==> config.mk <==
export PLATFORM = sky130hd
export DESIGN_NAME = fetch_queue
export DESIGN_NICKNAME = d
export VERILOG_FILES = /design/src/rtl/otter_fetch_pkg.sv /design/src/rtl/fetch_fifo.sv /design/src/rtl/fetch_queue.sv
export SDC_FILE = /design/constraint.sdc
export NUM_CORES = 1
export LEC_CHECK = 0
export CAP_MARGIN = 15
export CORE_MARGIN = 8
export CORE_UTILIZATION = 55
export CTS_CLUSTER_DIAMETER = 60
export CTS_CLUSTER_SIZE = 40
export DETAILED_ROUTE_END_ITERATION = 10
export PLACE_DENSITY = 0.85
export SETUP_SLACK_MARGIN = 0.05
export SLEW_MARGIN = 20
export SYNTH_ARGS = -nofsm -noshare
export SYNTH_HDL_FRONTEND = slang
export SYNTH_HIERARCHICAL = 1
export SYNTH_SLANG_ARGS = --single-unit
==> constraint.sdc <==
create_clock -name CLK -period 9.8 [get_ports CLK]
set_input_delay 1.47 -clock CLK [delete_from_list [all_inputs] [get_ports CLK]]
set_output_delay 1.47 -clock CLK [all_outputs]
set_load 0.05 [all_outputs]
==> src/rtl/otter_fetch_pkg.sv <==
// Shared fetch-stage types and constants: queue entry layout, NOP encoding, reset vector.
package otter_fetch_pkg;

  localparam logic [31:0] NOP_INSTR    = 32'h0000_0013;
  localparam logic [31:0] RESET_VECTOR = 32'h0000_0000;

  typedef struct packed {
    logic [31:0] inst;
    logic [31:0] pc;
    logic        misalign;
  } fq_entry_t;

endpackage

==> src/rtl/fetch_fifo.sv <==
// Ring buffer of fetched instruction entries with push/pop/flush; head shown combinationally.
module fetch_fifo
  import otter_fetch_pkg::*;
#(
  parameter int unsigned Depth = 2
) (
  input  logic                       clk_i,
  input  logic                       rst_i,
  input  logic                       flush_i,
  input  logic                       push_i,
  input  fq_entry_t                  entry_i,
  input  logic                       pop_i,
  output fq_entry_t                  head_o,
  output logic [$clog2(Depth+1)-1:0] count_o
);

  localparam int unsigned PtrW = $clog2(Depth);
  localparam int unsigned CntW = $clog2(Depth + 1);

  fq_entry_t             mem_q [Depth];
  logic [PtrW-1:0]       head_q, tail_q;
  logic [CntW-1:0]       cnt_q;

  // Depth is a power of two, so pointers wrap naturally.
  always_ff @(posedge clk_i) begin
    if (rst_i) begin
      head_q <= '0;
      tail_q <= '0;
      cnt_q  <= '0;
      for (int unsigned i = 0; i < Depth; i++) begin
        mem_q[i] <= '0;
      end
    end else if (flush_i) begin
      head_q <= '0;
      tail_q <= '0;
      cnt_q  <= '0;
    end else begin
      if (push_i) begin
        mem_q[tail_q] <= entry_i;
        tail_q        <= tail_q + PtrW'(1);
      end
      if (pop_i) begin
        head_q <= head_q + PtrW'(1);
      end
      cnt_q <= cnt_q + CntW'(push_i) - CntW'(pop_i);
    end
  end

  assign head_o  = mem_q[head_q];
  assign count_o = cnt_q;

endmodule

==> src/rtl/fetch_queue.sv <==
// Fetch stage: sequential imem reads into a prefetch queue with credit flow and redirect flush.
// Optional misaligned-redirect trap entry when FETCH_MISALIGN_TRAP_EN is defined.
module fetch_queue
  import otter_fetch_pkg::*;
#(
  parameter int unsigned DEPTH    = 2,
  parameter logic [31:0] RESET_PC = RESET_VECTOR
) (
  input  logic        CLK,
  input  logic        RST,
  output logic        IMEM_RD_EN,
  output logic [31:0] IMEM_ADDR,
  input  logic [31:0] IMEM_DOUT,
  output logic [31:0] IR,
  output logic [31:0] IR_PC,
  output logic [24:0] IR_IMM_SRC,
  output logic        IR_VALID,
  input  logic        DEC_READY,
  input  logic        REDIRECT,
  input  logic [31:0] REDIRECT_PC
`ifdef FETCH_MISALIGN_TRAP_EN
  ,
  output logic        IR_MISALIGN
`endif
);

  localparam int unsigned CntW = $clog2(DEPTH + 1);

  logic [31:0]     pc_q, pc_d, issue_pc_q, redirect_pc;
  logic            inflight_q;
  logic [CntW-1:0] count;
  fq_entry_t       head, push_entry;
  logic            pop, issue, push, halt;

`ifdef FETCH_MISALIGN_TRAP_EN
  logic halt_q, trap_q, misaligned;

  assign misaligned  = |REDIRECT_PC[1:0];
  assign redirect_pc = REDIRECT_PC;
  assign halt        = halt_q;
  // trap_q is only set while halted, so it never coincides with a returning read.
  assign push        = (inflight_q | trap_q) & ~REDIRECT;

  always_comb begin
    push_entry = '{inst: IMEM_DOUT, pc: issue_pc_q, misalign: 1'b0};
    if (trap_q) begin
      push_entry = '{inst: NOP_INSTR, pc: pc_q, misalign: 1'b1};
    end
  end

  always_ff @(posedge CLK) begin
    if (RST) begin
      halt_q <= 1'b0;
      trap_q <= 1'b0;
    end else if (REDIRECT) begin
      halt_q <= misaligned;
      trap_q <= misaligned;
    end else begin
      trap_q <= 1'b0;
    end
  end

  assign IR_MISALIGN = head.misalign;
`else
  logic unused_bits;

  assign redirect_pc = {REDIRECT_PC[31:2], 2'b00};
  assign halt        = 1'b0;
  assign push        = inflight_q & ~REDIRECT;
  assign push_entry  = '{inst: IMEM_DOUT, pc: issue_pc_q, misalign: 1'b0};
  assign unused_bits = ^{head.misalign, REDIRECT_PC[1:0]};
`endif

  assign IR_VALID = (count != '0);
  assign pop      = IR_VALID & DEC_READY;

  // Credit check: queued + in-flight words, less this cycle's pop, must leave a free slot.
  assign issue = ~RST & ~REDIRECT & ~halt &
                 ((32'(count) + 32'(inflight_q)) < (DEPTH + 32'(pop)));

  always_comb begin
    pc_d = pc_q;
    if (REDIRECT) begin
      pc_d = redirect_pc;
    end else if (issue) begin
      pc_d = pc_q + 32'd4;
    end
  end

  always_ff @(posedge CLK) begin
    if (RST) begin
      pc_q       <= RESET_PC;
      inflight_q <= 1'b0;
      issue_pc_q <= '0;
    end else begin
      pc_q       <= pc_d;
      inflight_q <= issue;
      if (issue) begin
        issue_pc_q <= pc_q;
      end
    end
  end

  fetch_fifo #(
    .Depth (DEPTH)
  ) u_fifo (
    .clk_i   (CLK),
    .rst_i   (RST),
    .flush_i (REDIRECT),
    .push_i  (push),
    .entry_i (push_entry),
    .pop_i   (pop),
    .head_o  (head),
    .count_o (count)
  );

  assign IMEM_RD_EN = issue;
  assign IMEM_ADDR  = pc_q;
  assign IR         = head.inst;
  assign IR_PC      = head.pc;
  assign IR_IMM_SRC = head.inst[31:7];

endmodule

==> flow_summary.json, run 1 <==
{
  "yosys_warnings": 6,
  "finalSetupTns_ns": 0,
  "clkSinkCount": 194,
  "p_per_area_nw_per_um2": 172,
  "grt_pass1_vias": 6167,
  "switching_share_pct": 25.6,
  "avgViaCountPerCell": 5.60,
  "relSlewSlack_pct": 37.6,
  "syn_area_um2": 8990,
  "dpl.hpwl_mm": 13.9,
  "ant_nets": 0,
  "ctsHoldBuffers": 0,
  "startpoint_type": "input pin",
  "drv_slew": 0,
  "cts_resized": 0,
  "crit_arrival_ns": 4.30,
  "core_um2": 15900,
  "die_x_um": 144,
  "place_inst": 1100,
  "worstHoldPathType": "reg2reg",
  "p_switching_mw": 0.494,
  "start_util_pct": 56.4,
  "num_antenna_cells": 0,
  "row_count": 46,
  "period_minus_slack_ns": 5.77,
  "power.total_mw": 1.93,
  "required_ns": 8.33,
  "comb_power_share_pct": 14.1,
  "grt_usage_pct": 20.4,
  "fin_crit_sh_pct": 58.9,
  "tightestPinTransition_ns": 0.935,
  "max-clock-path-buffers": 2,
  "setup_viol": 0,
  "rsz0062_at_grt": "false",
  "die_area_um2": 20700,
  "cp-end-kind": "primary output",
  "place_congestion": 0.788,
  "ctsHtreeMaxLevel": 4,
  "routed_wl_mm": 21.2,
  "outcome": "completed",
  "syn_inst": 773,
  "nets": 976,
  "fp.dieH_um": 144,
  "cts_root_buf": "clkbuf_16",
  "ir_drop_v": 0.000145,
  "hold_viol_final": 0,
  "numPortBuffers": 186,
  "clock_skew_ns": 0.00687,
  "antenna_found_initial": 1,
  "wl_per_cell_um": 18.7,
  "maxCapViolCount": 0,
  "syn_to_final_growth_pct": 25.1,
  "fmax_mhz": 173,
  "p_leak_nw": 4.46,
  "post-cts-setup-buffer-count": 0,
  "clkPwrFrac_pct": 37.9,
  "drc_errors": 0,
  "avgSynthCellArea_um2": 11.6,
  "drtIter0Drc": 445,
  "grt_overflow_total": 0,
  "vias": 6340,
  "clk_pin_slew_ns": 0.06,
  "grt_first_pass_wirelength_mm": 33.0,
  "holdWs_ns": 0.467,
  "seqPwrFrac_pct": 48.0,
  "ioPinCount": 191,
  "path_max_fanout": 33,
  "cts_tree": "done",
  "first_pass_iters": 5,
  "final_cells": 1132,
  "finish.utilization_pct": 70.6,
  "p_int_mw": 1.44,
  "criticalPathCategory": "in2out",
  "grt_max_degree": 74,
  "clock_latency_ns": 0.42,
  "drive_gt1_share_pct": 12.8,
  "cts-buffers-inserted": 17
}
worst paths after layout:
kind / from / endpoint / slack (ns) / cells past startpoint
worst max register to register: inflight_q / u_fifo/mem_q[1][54] / 6.84 / 4
worst max-delay path: DEC_READY / IMEM_RD_EN / 4.03 / 6
worst min-delay path: issue_pc_q[27] / issue_pc_q[27] / 0.47 / 2
worst min register to register: issue_pc_q[27] / issue_pc_q[27] / 0.47 / 2
layout by cell type (no fill, tap or decap), drive strengths merged, types with 4 or more instances in the layout:
cell and instances:
clkbuf 21, nand3 8, a211oi 13, a311oi 4, and2 10, and4 4, inv 12, xnor2 17
o21ai 7, nand2 83, nand4 12, nor2 22, or4 5, nor4 9, a21oi 33, clkdlybuf4s50 185
nor3 11, a31oi 5, edfxtp 128, buf 9, mux2 67, ha 5, conb 6, or3 5
and3 132, dfxtp 66, bufinv 4
sequential cells by signal, indices dropped and copies added (netlist names), named ones only:
name / flops
IMEM_ADDR: 30
u_fifo/mem_q: 128
u_fifo/tail_q: 1
u_fifo/count_o: 2
u_fifo/head_q: 1
issue_pc_q: 30
inflight_q: 1
critical path: stages:
cell and delay [ns]:
clkdlybuf4s50_1 0.45, o21ai_0 0.14, o21ai_0 0.43, nand2_1 0.13
inv_1 0.71, clkdlybuf4s50_1 0.97
final cells by class:
| type | instances | area (µm²) |
|---|---|---|
| Clock buffer | 21 | 450 |
| Clock inverter | 11 | 175 |
| Fill cell | 1161 | 4690 |
| Inverter | 9 | 33.8 |
| Multi-Input combinational cell | 487 | 3240 |
| Sequential cell | 194 | 5170 |
| Tap cell | 216 | 270 |
| Timing Repair Buffer | 194 | 1920 |
per-layer routing:
| layer | up-vias | GRT usage (%) | routed length, µm |
|---|---|---|---|
| met5 | - | 0 | 13 |
| met2 | 275 | 33.3 | 10100 |
| met1 | 2981 | 26.1 | 8850 |
| met3 | 21 | 5.77 | 1990 |
| met4 | 2 | 5.53 | 234 |
| li1 | 3061 | - | - |
stage by stage:
step	worst slack, ns	cell area (µm²)
after floorplan	5.40	9010
after global placement	4.08	10600
after detailed placement	4.05	10600
after CTS	4.03	11300
after global routing	3.75	11300
final	4.03	11300
power groups by stage:
stage	clock network (mW)	logic, mW	registers (mW)
after floorplan	0	0.155	0.967
after global routing	0.775	0.286	0.932
after detailed placement	0	0.272	0.945
after global placement	0	0.269	0.942
after CTS	0.741	0.274	0.927
final	0.732	0.272	0.928
Power figures use the tool's default switching activity.
==> run 2, diff against run 1 <==
CORE_UTILIZATION = 47   (was 55)
PLACE_DENSITY = 0.77   (was 0.85)
clock period = 4.6 ns   (was 9.8 ns; I/O delays follow)
==> run 2 against run 1 <==
Net effect: power grew 99%; die area rose by 15%; sequential cell count did not move; critical path type is now reg2out; largest cell class unchanged; highest routed layer is now met4.
==> flow_summary.json, run 2 (synthesized netlist as in run 1, its figures left out) <==
{
  "startpoint_type": "register",
  "dp_slack_ns": 1.29,
  "p_per_area_nw_per_um2": 343,
  "clock_latency_ns": 0.41,
  "clk_pin_slew_ns": 0.07,
  "drv_slew": 0,
  "start_util_pct": 47.9,
  "row_count": 50,
  "grt_pass1_vias": 6164,
  "dpl.hpwl_mm": 13.6,
  "rsz0062_at_grt": "false",
  "hold_start": "issue_pc_q[28]",
  "drtIter0Drc": 345,
  "r2r_start": "u_fifo/count_o[0]",
  "worstPathCellList": "ha_1 > ha_1 > nor3_1 > nand2_1 > inv_1 > buf_12",
  "maxCapViolCount": 0,
  "ctsHtreeMaxLevel": 4,
  "worst-path-stages": 6,
  "final_cells": 1152,
  "grt_overflow_total": 0,
  "wl_per_cell_um": 17.8,
  "outcome": "completed",
  "clock_skew_ns": 0.00622,
  "max-clock-path-buffers": 2,
  "cp-end-kind": "primary output",
  "period_minus_slack_ns": 3.39,
  "syn_to_final_growth_pct": 24.8,
  "antenna_found_initial": 0,
  "regArea_um2": 5170,
  "critPathBufInv": 2,
  "numPortBuffers": 186,
  "place_inst": 1121,
  "rr_worst_depth": 7,
  "crit_arrival_ns": 2.70,
  "core_um2": 18800,
  "die_area_um2": 23800,
  "cp_top_family": "adder cells",
  "critPathMaxStageDelay_ns": 0.62,
  "p_leak_nw": 4.43,
  "crit_start": "u_fifo/count_o[0]",
  "ir_drop_v": 0.000245,
  "worstHoldPathType": "reg2reg",
  "required_ns": 3.91,
  "num_antenna_cells": 0,
  "finalSetupTns_ns": 0,
  "grt_first_pass_wirelength_mm": 32.5,
  "post-cts-setup-buffer-count": 0,
  "drc_errors": 0,
  "grt_usage_pct": 17.0,
  "path_common_cell": "ha_1",
  "ant_nets": 0,
  "die_x_um": 154,
  "ctsHoldBuffers": 0,
  "routed_wl_mm": 20.5,
  "final_cell_mix": "clkdlybuf4s50_1 (184), and3_1 (132), edfxtp_1 (128), nand2_1 (83), mux2_2 (67)",
  "final_common_cell": "clkdlybuf4s50_1",
  "cts_tree": "done",
  "cts_resized": 0,
  "largest_register_ffs": 128,
  "cts_root_buf": "clkbuf_16",
  "cts-buffers-inserted": 17,
  "fin_crit_sh_pct": 73.6,
  "fillers": 1552,
  "criticalPathCategory": "reg2out",
  "drive_gt1_share_pct": 12.5,
  "relSlewSlack_pct": 41.9,
  "nets": 979,
  "ioPinCount": 191,
  "place_congestion": 0.816,
  "fmax_mhz": 295,
  "avgViaCountPerCell": 5.39,
  "tightestPinTransition_ns": 0.872,
  "path_max_fanout": 21,
  "first_pass_iters": 5,
  "clkSinkCount": 194,
  "setup_viol": 0,
  "power.total_mw": 3.85,
  "hold_viol_final": 0,
  "hold_depth": 2,
  "multi_input_area_um2": 3240,
  "largest-register": "u_fifo/mem_q",
  "vias": 6209,
  "grt_max_degree": 89,
  "holdWs_ns": 0.462,
  "setup_slack_ns": 1.21,
  "critical_path.slowest_cell": "ha_1",
  "fp.dieH_um": 154
}
[run 2: routing by layer]
metal / wire (µm) / part of all wire (%) / up-vias / GRT usage, %
met5: 0 / 0 / - / 0
met4: 310 / 1.5 / 0 / 5.51
met3: 1350 / 6.6 / 21 / 4.99
met2: 9420 / 46 / 188 / 27.1
met1: 9470 / 46 / 2943 / 21.8
li1: - / - / 3057 / -
[run 2: where the power goes]
| part | total [mW] | switching, mW | internal, mW |
|---|---|---|---|
| combinational | 0.586 | 0.374 | 0.212 |
| clock | 1.29 | 0.600 | 0.687 |
| sequential | 1.97 | 0.0475 | 1.93 |
[run 2: final cells by class]
| class | count | area share (%) |
|---|---|---|
| clock inverters | 9 | 0.546 |
| well taps | 234 | 2.61 |
| inverters | 9 | 0.301 |
| multi-input cells | 487 | 28.9 |
| clock buffers | 22 | 3.96 |
| repair buffers | 197 | 17.7 |
| flip-flops and latches | 194 | 46.0 |
[run 2: path summary, 6_finish.rpt]
check / to / slack [ns]
max: IMEM_RD_EN / 1.21
min: issue_pc_q[28] / 0.46
max reg2reg: IMEM_ADDR[13] / 1.68
min reg2reg: issue_pc_q[28] / 0.46
[run 2: through the flow]
step,util [%],cell area (µm²)
finish,59.8,11200
global route,59.8,11200
CTS,59.8,11200
detailed placement,57.1,10700
global placement,57.1,10700
floorplan,-,9010
[run 2: worst reg2reg max path: stages (launching register included)]
cell and delay [ns]:
dfxtp_1 0.34, ha_1 0.19, ha_1 0.43, nor3_1 0.35, nand2_1 0.46, buf_4 0.38
or4_1 0.52, a31oi_1 0.18
==> run 3, diff against run 2 <==
CORE_UTILIZATION = 52   (was 47)
PLACE_DENSITY = 0.81   (was 0.77)
clock period = 3.46 ns   (was 4.6 ns; I/O delays follow)
==> run 3 against run 2 <==
Net effect: register-to-register slack got worse by 0.77 ns; setup slack got worse by 0.77 ns; die area decreased by 8.6%; design area increased by 0.40%; clock power increased by 35%; highest routed layer unchanged.
==> flow_summary.json, run 3 (synthesized netlist as in run 1, its figures left out) <==
{
  "outcome": "completed",
  "ctsHoldBuffers": 0,
  "place_congestion": 0.826,
  "holdPathEnd": "issue_pc_q[8]",
  "core_um2": 17100,
  "final_common_cell": "clkdlybuf4s50_1",
  "dpl.hpwl_mm": 13.5,
  "drc_errors": 0,
  "rsz0062_at_grt": "false",
  "vias": 6328,
  "p_leak_nw": 4.46,
  "routed_wl_mm": 20.3,
  "cp-end-kind": "primary output",
  "finalSetupTns_ns": 0,
  "crit_arrival_ns": 2.49,
  "holdWs_ns": 0.460,
  "first_pass_iters": 4,
  "antenna_found_initial": 0,
  "grt_overflow_total": 0,
  "die_x_um": 148,
  "syn_to_final_growth_pct": 25.3,
  "period_minus_slack_ns": 3.01,
  "rr_worst_depth": 9,
  "grt_pass1_vias": 6386,
  "drv_slew": 0,
  "cts-buffers-inserted": 17,
  "fin_crit_sh_pct": 87.1,
  "p_int_mw": 3.75,
  "cts_resized": 0,
  "cts_root_buf": "clkbuf_16",
  "maxCapViolCount": 0,
  "clk_pin_slew_ns": 0.07,
  "postLayoutCellArea_um2": 11300,
  "avgViaCountPerCell": 5.51,
  "ioPinCount": 191,
  "nets": 983,
  "ctsHtreeMaxLevel": 4,
  "p_per_area_nw_per_um2": 456,
  "largest-register": "u_fifo/mem_q",
  "seqPwrFrac_pct": 51.0,
  "post-cts-setup-buffer-count": 0,
  "row_count": 48,
  "grt_usage_pct": 18.8,
  "startpoint_type": "register",
  "r2r_end": "issue_pc_q[9]",
  "largest_register_ffs": 128,
  "grt_max_degree": 83,
  "clkPwrFrac_pct": 33.8,
  "dpl_cell_area_um2": 10800,
  "num_antenna_cells": 0,
  "ir_drop_v": 0.000356,
  "worstHoldPathType": "reg2reg",
  "setup_viol": 0,
  "hold_viol_final": 0,
  "clock_skew_ns": 0.00954,
  "r2r_start": "u_fifo/count_o[0]",
  "cts_tree": "done",
  "wl_per_cell_um": 17.7,
  "fp.dieH_um": 148,
  "hold_depth": 2,
  "numPortBuffers": 186,
  "grt_first_pass_wirelength_mm": 32.4,
  "relSlewSlack_pct": 49.8,
  "ant_nets": 0,
  "comb_power_share_pct": 15.2,
  "multi_input_area_um2": 3240,
  "start_util_pct": 52.5,
  "drive_gt1_share_pct": 13.2,
  "criticalPathCategory": "reg2out",
  "hold_start": "issue_pc_q[8]",
  "clock_latency_ns": 0.44,
  "clkSinkCount": 194,
  "switching_share_pct": 27.0,
  "fillers": 1321,
  "regToRegSetupSlack_ns": 0.91,
  "p_switching_mw": 1.39,
  "max-clock-path-buffers": 2,
  "regArea_um2": 5170,
  "die_area_um2": 21800,
  "path_max_fanout": 21,
  "required_ns": 2.94,
  "final_cell_mix": "clkdlybuf4s50_1 (184), and3_1 (132), edfxtp_1 (128), nand2_1 (83), mux2_2 (67)",
  "fmax_mhz": 332,
  "tightestPinTransition_ns": 0.753,
  "drtIter0Drc": 399
}
[run 3: power by group through the flow]
stage	sequential [mW]	clock, mW	combinational [mW]
after floorplan	2.74	0	0.438
after global placement	2.67	0	0.778
after detailed placement	2.67	0	0.786
after CTS	2.62	1.77	0.789
after global routing	2.64	1.85	0.825
final	2.62	1.74	0.782
[run 3: how the worst max path moves through the flow]
stage                            from  slack (ns)  depth (start not counted)             endpoint
global route        u_fifo/count_o[0]        0.29                          7           IMEM_RD_EN
detailed placement           REDIRECT        0.66                          5  u_fifo/mem_q[1][41]
CTS                 u_fifo/count_o[0]        0.46                          7           IMEM_RD_EN
global placement             REDIRECT        0.70                          5  u_fifo/mem_q[1][42]
finish              u_fifo/count_o[0]        0.45                          7           IMEM_RD_EN
floorplan                    REDIRECT        0.11                          6  u_fifo/mem_q[0][10]
[run 3: layout make-up]
type	instances	share of cell area [%]
Clock inverter	14	0.799
Clock buffer	18	3.81
Tap cell	225	2.50
Inverter	9	0.300
Sequential cell	194	45.8
Timing Repair Buffer	201	18.0
Multi-Input combinational cell	487	28.8
[run 3: critical path: stages, from the launching register on]
cell and delay (ns):
dfxtp_1 0.37, ha_1 0.17, ha_1 0.64, nor3_1 0.19, nand2_1 0.13, buf_4 0.25
inv_1 0.14, buf_12 0.17
[run 3: routing by layer]
layer  track usage [%]  part of all wire, %  vias up
met2              31.2                   47      235
met4              7.45                  1.9        0
met1              22.6                   43     2995
li1                  -                    -     3074
met3              5.35                  7.3       24
met5                 0                    0        -
[run 3: through the flow]
stage | util [%] | setup WS [ns] | power, mW | cells
after floorplan | - | 0.107 | 3.18 | 778
after global placement | 62.8 | 0.698 | 3.45 | 1116
after detailed placement | 62.8 | 0.658 | 3.46 | 1116
after global routing | 65.8 | 0.291 | 5.31 | 1148
final | 65.8 | 0.447 | 5.14 | 1148
after CTS | 65.8 | 0.458 | 5.18 | 1148
